===== src/rtl/bus_traffic_gen.sv =====
// Bus stimulus master: issues num_txn write beats over valid/ready with LFSR data.
// Define BUS_TRAFFIC_GEN_INCR_EN for incrementing addresses; default is LFSR-random addresses.
module bus_traffic_gen #(
    parameter int          ADDR_W = 32,
    parameter int          DATA_W = 32,
    parameter logic [31:0] SEED   = 32'h0000_0001,
    parameter int          CNT_W  = 16
) (
    input  logic              clk,
    input  logic              rst,
    input  logic              start,
    input  logic [CNT_W-1:0]  num_txn,
    input  logic [ADDR_W-1:0] addr_mask,
    output logic [ADDR_W-1:0] addr,
    output logic [DATA_W-1:0] wdata,
    output logic              valid,
    input  logic              ready,
    output logic              busy,
    output logic              done,
    output logic [CNT_W-1:0]  txn_count
);

    // An all-zero Galois LFSR would lock up, so a zero seed is promoted to 1.
    localparam logic [31:0] SEED_EFF = (SEED == 32'd0) ? 32'd1 : SEED;

    typedef enum logic [1:0] {
        S_IDLE  = 2'd0,
        S_DRIVE = 2'd1,
        S_FIN   = 2'd2
    } state_e;

    state_e            state_q, state_d;
    logic [31:0]       lfsr_q, lfsr_d;
    logic [CNT_W-1:0]  cnt_q, cnt_d;
    logic [CNT_W-1:0]  num_q, num_d;
    logic [ADDR_W-1:0] mask_q, mask_d;
    logic [CNT_W-1:0]  cnt_inc;

    function automatic logic [31:0] lfsr_step(input logic [31:0] s);
        return s[0] ? ((s >> 1) ^ 32'h8020_0003) : (s >> 1);
    endfunction

    assign cnt_inc = cnt_q + CNT_W'(1);

`ifdef BUS_TRAFFIC_GEN_INCR_EN
    localparam logic [ADDR_W-1:0] ADDR_STEP = ADDR_W'(DATA_W / 8);
    logic [ADDR_W-1:0] addr_q, addr_d;
`endif

    always_ff @(posedge clk) begin
        if (rst) begin
            state_q <= S_IDLE;
            lfsr_q  <= SEED_EFF;
            cnt_q   <= '0;
            num_q   <= '0;
            mask_q  <= '0;
`ifdef BUS_TRAFFIC_GEN_INCR_EN
            addr_q  <= '0;
`endif
        end else begin
            state_q <= state_d;
            lfsr_q  <= lfsr_d;
            cnt_q   <= cnt_d;
            num_q   <= num_d;
            mask_q  <= mask_d;
`ifdef BUS_TRAFFIC_GEN_INCR_EN
            addr_q  <= addr_d;
`endif
        end
    end

    always_comb begin
        state_d = state_q;
        lfsr_d  = lfsr_q;
        cnt_d   = cnt_q;
        num_d   = num_q;
        mask_d  = mask_q;
`ifdef BUS_TRAFFIC_GEN_INCR_EN
        addr_d  = addr_q;
`endif
        case (state_q)
            S_IDLE: begin
                if (start) begin
                    cnt_d   = '0;
                    num_d   = num_txn;
                    mask_d  = addr_mask;
`ifdef BUS_TRAFFIC_GEN_INCR_EN
                    addr_d  = '0;
`endif
                    state_d = (num_txn != '0) ? S_DRIVE : S_FIN;
                end
            end
            S_DRIVE: begin
                if (ready) begin
                    cnt_d  = cnt_inc;
                    lfsr_d = lfsr_step(lfsr_q);
`ifdef BUS_TRAFFIC_GEN_INCR_EN
                    addr_d = (addr_q + ADDR_STEP) & mask_q;
`endif
                    if (cnt_inc == num_q) begin
                        state_d = S_FIN;
                    end
                end
            end
            S_FIN: begin
                state_d = S_IDLE;
            end
            default: begin
                state_d = S_IDLE;
            end
        endcase
    end

    // Outputs depend only on registered state; address/data read as zero between beats.
    logic [ADDR_W-1:0] beat_addr;

`ifdef BUS_TRAFFIC_GEN_INCR_EN
    assign beat_addr = addr_q;
`else
    logic [31:0] lfsr_swap;
    assign lfsr_swap = {lfsr_q[15:0], lfsr_q[31:16]};
    assign beat_addr = lfsr_swap[ADDR_W-1:0] & mask_q;
`endif

    assign valid     = (state_q == S_DRIVE);
    assign busy      = (state_q == S_DRIVE);
    assign done      = (state_q == S_FIN);
    assign txn_count = cnt_q;
    assign addr      = valid ? beat_addr : '0;
    assign wdata     = valid ? lfsr_q[DATA_W-1:0] : '0;

endmodule

===== config.mk =====
export PLATFORM = sky130hd
export DESIGN_NAME = bus_traffic_gen
export DESIGN_NICKNAME = d
export VERILOG_FILES = /design/src/rtl/bus_traffic_gen.sv
export SDC_FILE = /design/constraint.sdc
export NUM_CORES = 1
export LEC_CHECK = 0
export ABC_AREA = 1
export ABC_CLOCK_PERIOD_IN_PS = 4900
export CAP_MARGIN = 20
export CORE_MARGIN = 1
export CORE_UTILIZATION = 30
export DETAILED_ROUTE_END_ITERATION = 16
export PLACE_DENSITY = 0.61
export SLEW_MARGIN = 20
export SYNTH_ARGS = -nofsm -noshare
export SYNTH_HDL_FRONTEND = slang
export SYNTH_SLANG_ARGS = --single-unit
export TNS_END_PERCENT = 1

===== constraint.sdc =====
create_clock -name clk -period 4.9 [get_ports clk]
set_input_delay 0.49 -clock clk [delete_from_list [all_inputs] [get_ports clk]]
set_output_delay 0.49 -clock clk [all_outputs]
set_load 0.1 [all_outputs]

==> results of run 1 <==
-- cells in the mapped netlist (all sizes together) --
| cell | instances |
|---|---|
| ha | 1 |
| nor3 | 1 |
| nand4 | 7 |
| xor3 | 1 |
| a211oi | 1 |
| buf | 5 |
| dfxtp | 98 |
| clkinv | 1 |
| nor2 | 174 |
| o21bai | 2 |
| a21oi | 55 |
| nand3 | 30 |
| xor2 | 4 |
| o2111ai | 1 |
| clkbuf | 31 |
| nand2 | 121 |
| o21ai | 80 |
| nor4 | 4 |
| nand3b | 3 |
| or2 | 2 |
| xnor2 | 3 |
| and2 | 1 |
| inv | 57 |
| xnor3 | 2 |
-- worst min path at each step --
stage,from,endpoint,slack (ns),cells after the start
global route,num_q[13],num_q[13],0.50,2
detailed placement,num_q[15],num_q[15],0.47,2
global placement,num_q[15],num_q[15],0.46,2
floorplan,num_q[14],num_q[14],0.44,2
finish,num_q[13],num_q[13],0.47,2
CTS,num_q[15],num_q[15],0.48,2
-- layout make-up --
cell class                      instances  area [µm²]
Multi-Input combinational cell        493        2340
Inverter                               58         218
Clock buffer                           11         233
Clock inverter                          4        28.8
Fill cell                            1629        8810
Sequential cell                        98        1960
Tap cell                              188         235
Timing Repair Buffer                  138        1370
-- kinds of logic after synthesis --
kind of cell | after synthesis | share of synthesized area, %
simple gates | 343 | 31.6
flops | 98 | 42.1
compound gates | 139 | 15.4
xor+xnor | 10 | 2.79
fa+ha+maj | 1 | 0.268
buf+inv | 94 | 7.79
-- tightest hold or removal path, cell delays in order, from the launching register on --
cell	delay, ns
dfxtp_1	0.31
inv_1	0.06
a21oi_1	0.05
-- power by group --
group          total (mW)  leakage (nW)  internal, mW  switching [mW]
clock               0.652         0.122         0.343           0.309
combinational       0.361          1.34         0.119           0.242
sequential          0.894         0.805         0.855          0.0384
-- flip-flops by register name, indices dropped and copies added (netlist names) --
| name | flops |
|---|---|
| mask_q | 32 |
| num_q | 16 |
| state_q | 2 |
| txn_count | 16 |
| lfsr_q | 32 |
-- per-stage QoR --
| stage | power, mW | setup slack, ns | cell area [µm²] | util, % | hold slack (ns) |
|---|---|---|---|---|---|
| after global routing | 2.02 | 1.30 | 6390 | 42.0 | 0.505 |
| final | 1.91 | 1.49 | 6390 | 42.0 | 0.471 |
| after CTS | 1.94 | 1.46 | 6390 | 42.0 | 0.478 |
| after global placement | 1.27 | 1.86 | 6130 | 40.3 | 0.461 |
| after detailed placement | 1.28 | 1.86 | 6130 | 40.3 | 0.468 |
| after floorplan | 1.16 | 1.77 | 4660 | - | 0.444 |
-- metal layers --
metal	vias up	part of all wire, %	routed length, µm
met5	-	0	0
met3	13	7.6	1020
met2	132	45	6060
met1	1997	46	6140
li1	2408	-	-
met4	0	1.4	192
==> run metrics, run 1 <==
status=complete, no violations; kind of critical path=reg -> out; setup TNS=0 ns; met2 Resource Use GR=between 20% and 30%; clk_lat worst skew=~0.35 ns; # DRC=0; commonest cells after routing, fill and taps aside=161 x nor2_1, 134 x clkdlybuf4s50_1, 114 x nand2_1, 98 x dfxtp_1, 80 x o21ai_0; crit-path leading delay family=buffers and inverters; vias in the first global route=4321; core box area=~0.015 mm²; slowest CP cell=clkdlybuf4s50_1; Max Fclk=0.293 GHz; GP Congestion=between 0.8 and 0.9; FF-to-FF End=state_q[0]; Initial Utilization=between 30 and 40%; Cell Area, Synth=around 0.0047 mm²; Post-Synthesis Net Count=approximately 740; endpoints failing hold=0; Clock Skew=roughly 0.0046 ns; number of cells on the critical path=5; largest net degree at the start of global routing=77; slew margin rel.=roughly 31%; IO Port Bufs=between 100 and 150; Vias=4550; Max H-tree Level=3; CTS root buf=clkbuf_16; Vias/cell=4.60; max-cap violations=0; WP buf/inv=3; met3 Track Usage GR=6.45%; Area contributors post-synth=dfxtp_1 42%, nor2_1 13%, nand2_1 9.3%; number of I/O pins=135; all-layer global routing usage=17.4%; crit path capture=wdata[14]; CTS tree=built; worst-margin pin slew=slightly above 1 ns; chip height=~130 µm; CP Data Arrival Time=roughly 3 ns; antenna violations before repair=0; top fanout value on the critical path=64; Layout area overhead=37.1%; Worst setup EP type=output pin; Starting DRT DRC Count=255; post-DR wirelength/cell=about 14 µm; antenna-violating nets left=0; CTS buffer count=9; Leakage=~2.3 nW; full die area=~0.016 mm²; max-slew violations=0; Reg-to-Reg Start=txn_count[0]; GR peak layer=met2; Max Root-Sink Buffers=2; final cell count without fillers=990; R2R Setup Slk=roughly 2.7 ns; Syn Inst Count=685; post-CTS resize count=0; hold buffers post-CTS=0; setup bufs post-CTS=0; Final period util=a little over two thirds; layout cells sized above 1=5.99%; commonest non-fill, non-tap cell in the layout=nor2_1; Req. time, crit path=between 4 and 5 ns; n_diodes=0; Syn. warnings=0; CP startpoint kind=flop; total gr overflow=0; Nets=around 850; Setup crit start=state_q[0]; CTS sink count=98; Post-DP HPWL=slightly above 9 mm; Die Width=between 100 and 150 µm; worst min-delay path class=reg -> reg; met1 Track Usage GR=~21%; pwr dens=298 mW/mm²; synthesized area per cell=6.80 µm²; Cell Chain, Critical Path=inv_1 -> nor2_4 -> inv_2 -> nor2_1 -> clkdlybuf4s50_1; Yosys cell types=34; Peak VDD IR=between 0.15 and 0.2 mV; global-route wire length before repair=between 20 and 25 mm; WL final=~13 mm; sequential fraction of the synthesis area=42.1%; FF+latch count, synth=98; final setup fails=0; Yosys top cell by area=dfxtp_1; Inst Count DP=between 900 and 1000; Core Rows=45; crit-path max cell delay=around 1.2 ns; RSZ-0062 raised after global routing=false; drt pass-1 iters=6; Reg clk slew, reported paths=0.07 ns; R2R cell count=14; Tmin final=3.41 ns; area fraction of the dominant cell type after synthesis=between 40% and 50%
Note: power is estimated with default switching activity, not from simulation.
==> run 2, diff against run 1 <==
--- a/config.mk
+++ b/config.mk
@@ -6,7 +6,7 @@
 export NUM_CORES = 1
 export LEC_CHECK = 0
 export ABC_AREA = 1
-export ABC_CLOCK_PERIOD_IN_PS = 4900
+export ABC_CLOCK_PERIOD_IN_PS = 3300
 export CAP_MARGIN = 20
 export CORE_MARGIN = 1
 export CORE_UTILIZATION = 30
==> constraint.sdc (replaced) <==
create_clock -name clk -period 3.3 [get_ports clk]
set_input_delay 0.33 -clock clk [delete_from_list [all_inputs] [get_ports clk]]
set_output_delay 0.33 -clock clk [all_outputs]
set_load 0.1 [all_outputs]
==> run 2 against run 1 <==
Net effect:
- total power up 59%
- setup slack worse by 0.61 ns
- routed wire length up 0.42%
- global-route usage down 0.15 points
- via count up 0.37%
- critical endpoint is now wdata[12]
- largest power group unchanged
==> run metrics, run 2 (same netlist as run 1, synthesis figures left out) <==
status=complete, no violations; max-slew violations=0; Final period util=73.3%; crit-path max cell delay=around 0.38 ns; drt pass-1 iters=6; Placed Instance Area=0.00599 mm²; layout cells sized above 1=15.4%; CTS root buf=clkbuf_16; CTS sink count=98; Initial Utilization=about 31%; # DRC=0; all-layer global routing usage=roughly 17%; # fillers=around 1600; n_diodes=0; Post-DP HPWL=around 9.4 mm; Core Rows=45; WL final=13.5 mm; worst-margin pin slew=0.984 ns; kind of critical path=reg -> out; Cell Chain, Critical Path=inv_1 -> nor2_4 -> inv_2 -> buf_4 -> nor2_1 -> buf_4; Max Fclk=0.413 GHz; Leakage=about 2.5 nW; register area=~0.002 mm²; setup bufs post-CTS=0; Nets=854; number of I/O pins=approximately 140; Die Width=~130 µm; IO Port Bufs=about 130; slew margin rel.=between 30 and 40%; total gr overflow=0; Max Root-Sink Buffers=2; area occupied by multi-input gates=between 0.002 and 0.0025 mm²; final setup fails=0; finished layout cell area=about 0.0063 mm²; Tmin final=around 2.4 ns; commonest non-fill, non-tap cell in the layout=nor2_1; most frequent CP cell=buf_4; Layout area overhead=35.4%; Util after Layout=around two fifths; antenna-violating nets left=0; top fanout value on the critical path=48; CP Data Arrival Time=approximately 2.1 ns; setup TNS=0 ns; commonest cells after routing, fill and taps aside=161 x nor2_1, 114 x nand2_1, 98 x dfxtp_1, 80 x o21ai_0, 76 x buf_4; Max H-tree Level=3; Reg clk slew, reported paths=about 0.070 ns; Vias/cell=around 4.6; Worst setup EP type=output pin; clk_lat worst skew=between 0.3 and 0.4 ns; full die area=~0.016 mm²; CTS buffer count=9; pwr dens=about 480 mW/mm²; worst min-delay path class=reg -> reg; post-CTS resize count=0; slowest CP cell=dfxtp_1; Req. time, crit path=2.97 ns; hold buffers post-CTS=0; global-route wire length before repair=around 22 mm; core box area=0.0152 mm²; GP Congestion=slightly above 0.8; chip height=about 130 µm; endpoints failing hold=0; Vias=~4600; largest registers=lfsr_q x32, mask_q x32; Starting DRT DRC Count=between 200 and 250; CP startpoint kind=flop; antenna violations before repair=0; max-cap violations=0; Peak VDD IR=0.274 mV; Clock Skew=around 0.0066 ns; largest net degree at the start of global routing=65; CTS tree=built; RSZ-0062 raised after global routing=false; post-DR wirelength/cell=about 14 µm; vias in the first global route=4328
run 2: power by group:
| part | internal (mW) | total [mW] | switching, mW | leakage [nW] |
|---|---|---|---|---|
| logic | 0.175 | 0.540 | 0.365 | 1.50 |
| registers | 1.27 | 1.33 | 0.0565 | 0.805 |
| clock network | 0.673 | 1.16 | 0.490 | 0.162 |
| total | 2.12 | 3.03 | 0.912 | 2.47 |
run 2: critical path: cells and delay by family, from the launching register on:
| family | cells | cell delay, ns |
|---|---|---|
| simple gates | 2 | 0.29 |
| buf+inv | 4 | 1.05 |
| flops | 1 | 0.38 |
run 2: path summary, 6_finish.rpt:
check	end	cells after the start	from	slack (ns)
min reg2reg	num_q[12]	2	num_q[12]	0.47
max reg2reg	state_q[0]	12	txn_count[0]	1.29
max	wdata[12]	6	state_q[0]	0.88
min	num_q[12]	2	num_q[12]	0.47
run 2: area by class of cell:
| class | instances | area share, % |
|---|---|---|
| flip-flops and latches | 98 | 31.1 |
| inverters | 58 | 3.45 |
| clock buffers | 9 | 3.57 |
| repair buffers | 141 | 19.5 |
| clock inverters | 7 | 1.57 |
| well taps | 188 | 3.73 |
| multi-input cells | 493 | 37.1 |
run 2: through the flow:
step | instances | hold WS [ns] | total power [mW] | worst slack, ns
after floorplan | 685 | 0.444 | 1.72 | 0.330
after global placement | 978 | 0.462 | 1.89 | 1.20
after detailed placement | 978 | 0.468 | 1.90 | 1.18
after CTS | 994 | 0.478 | 3.08 | 0.852
after global routing | 994 | 0.500 | 3.17 | 0.671
final | 994 | 0.474 | 3.03 | 0.882
run 2: layer usage:
metal / global-route usage [%] / vias up / share of wire (%)
met5: 0 / - / 0
met4: 5.81 / 0 / 2.0
met3: 6.28 / 16 / 7.5
met2: 28.6 / 126 / 45
met1: 20.6 / 2014 / 45
li1: - / 2411 / -
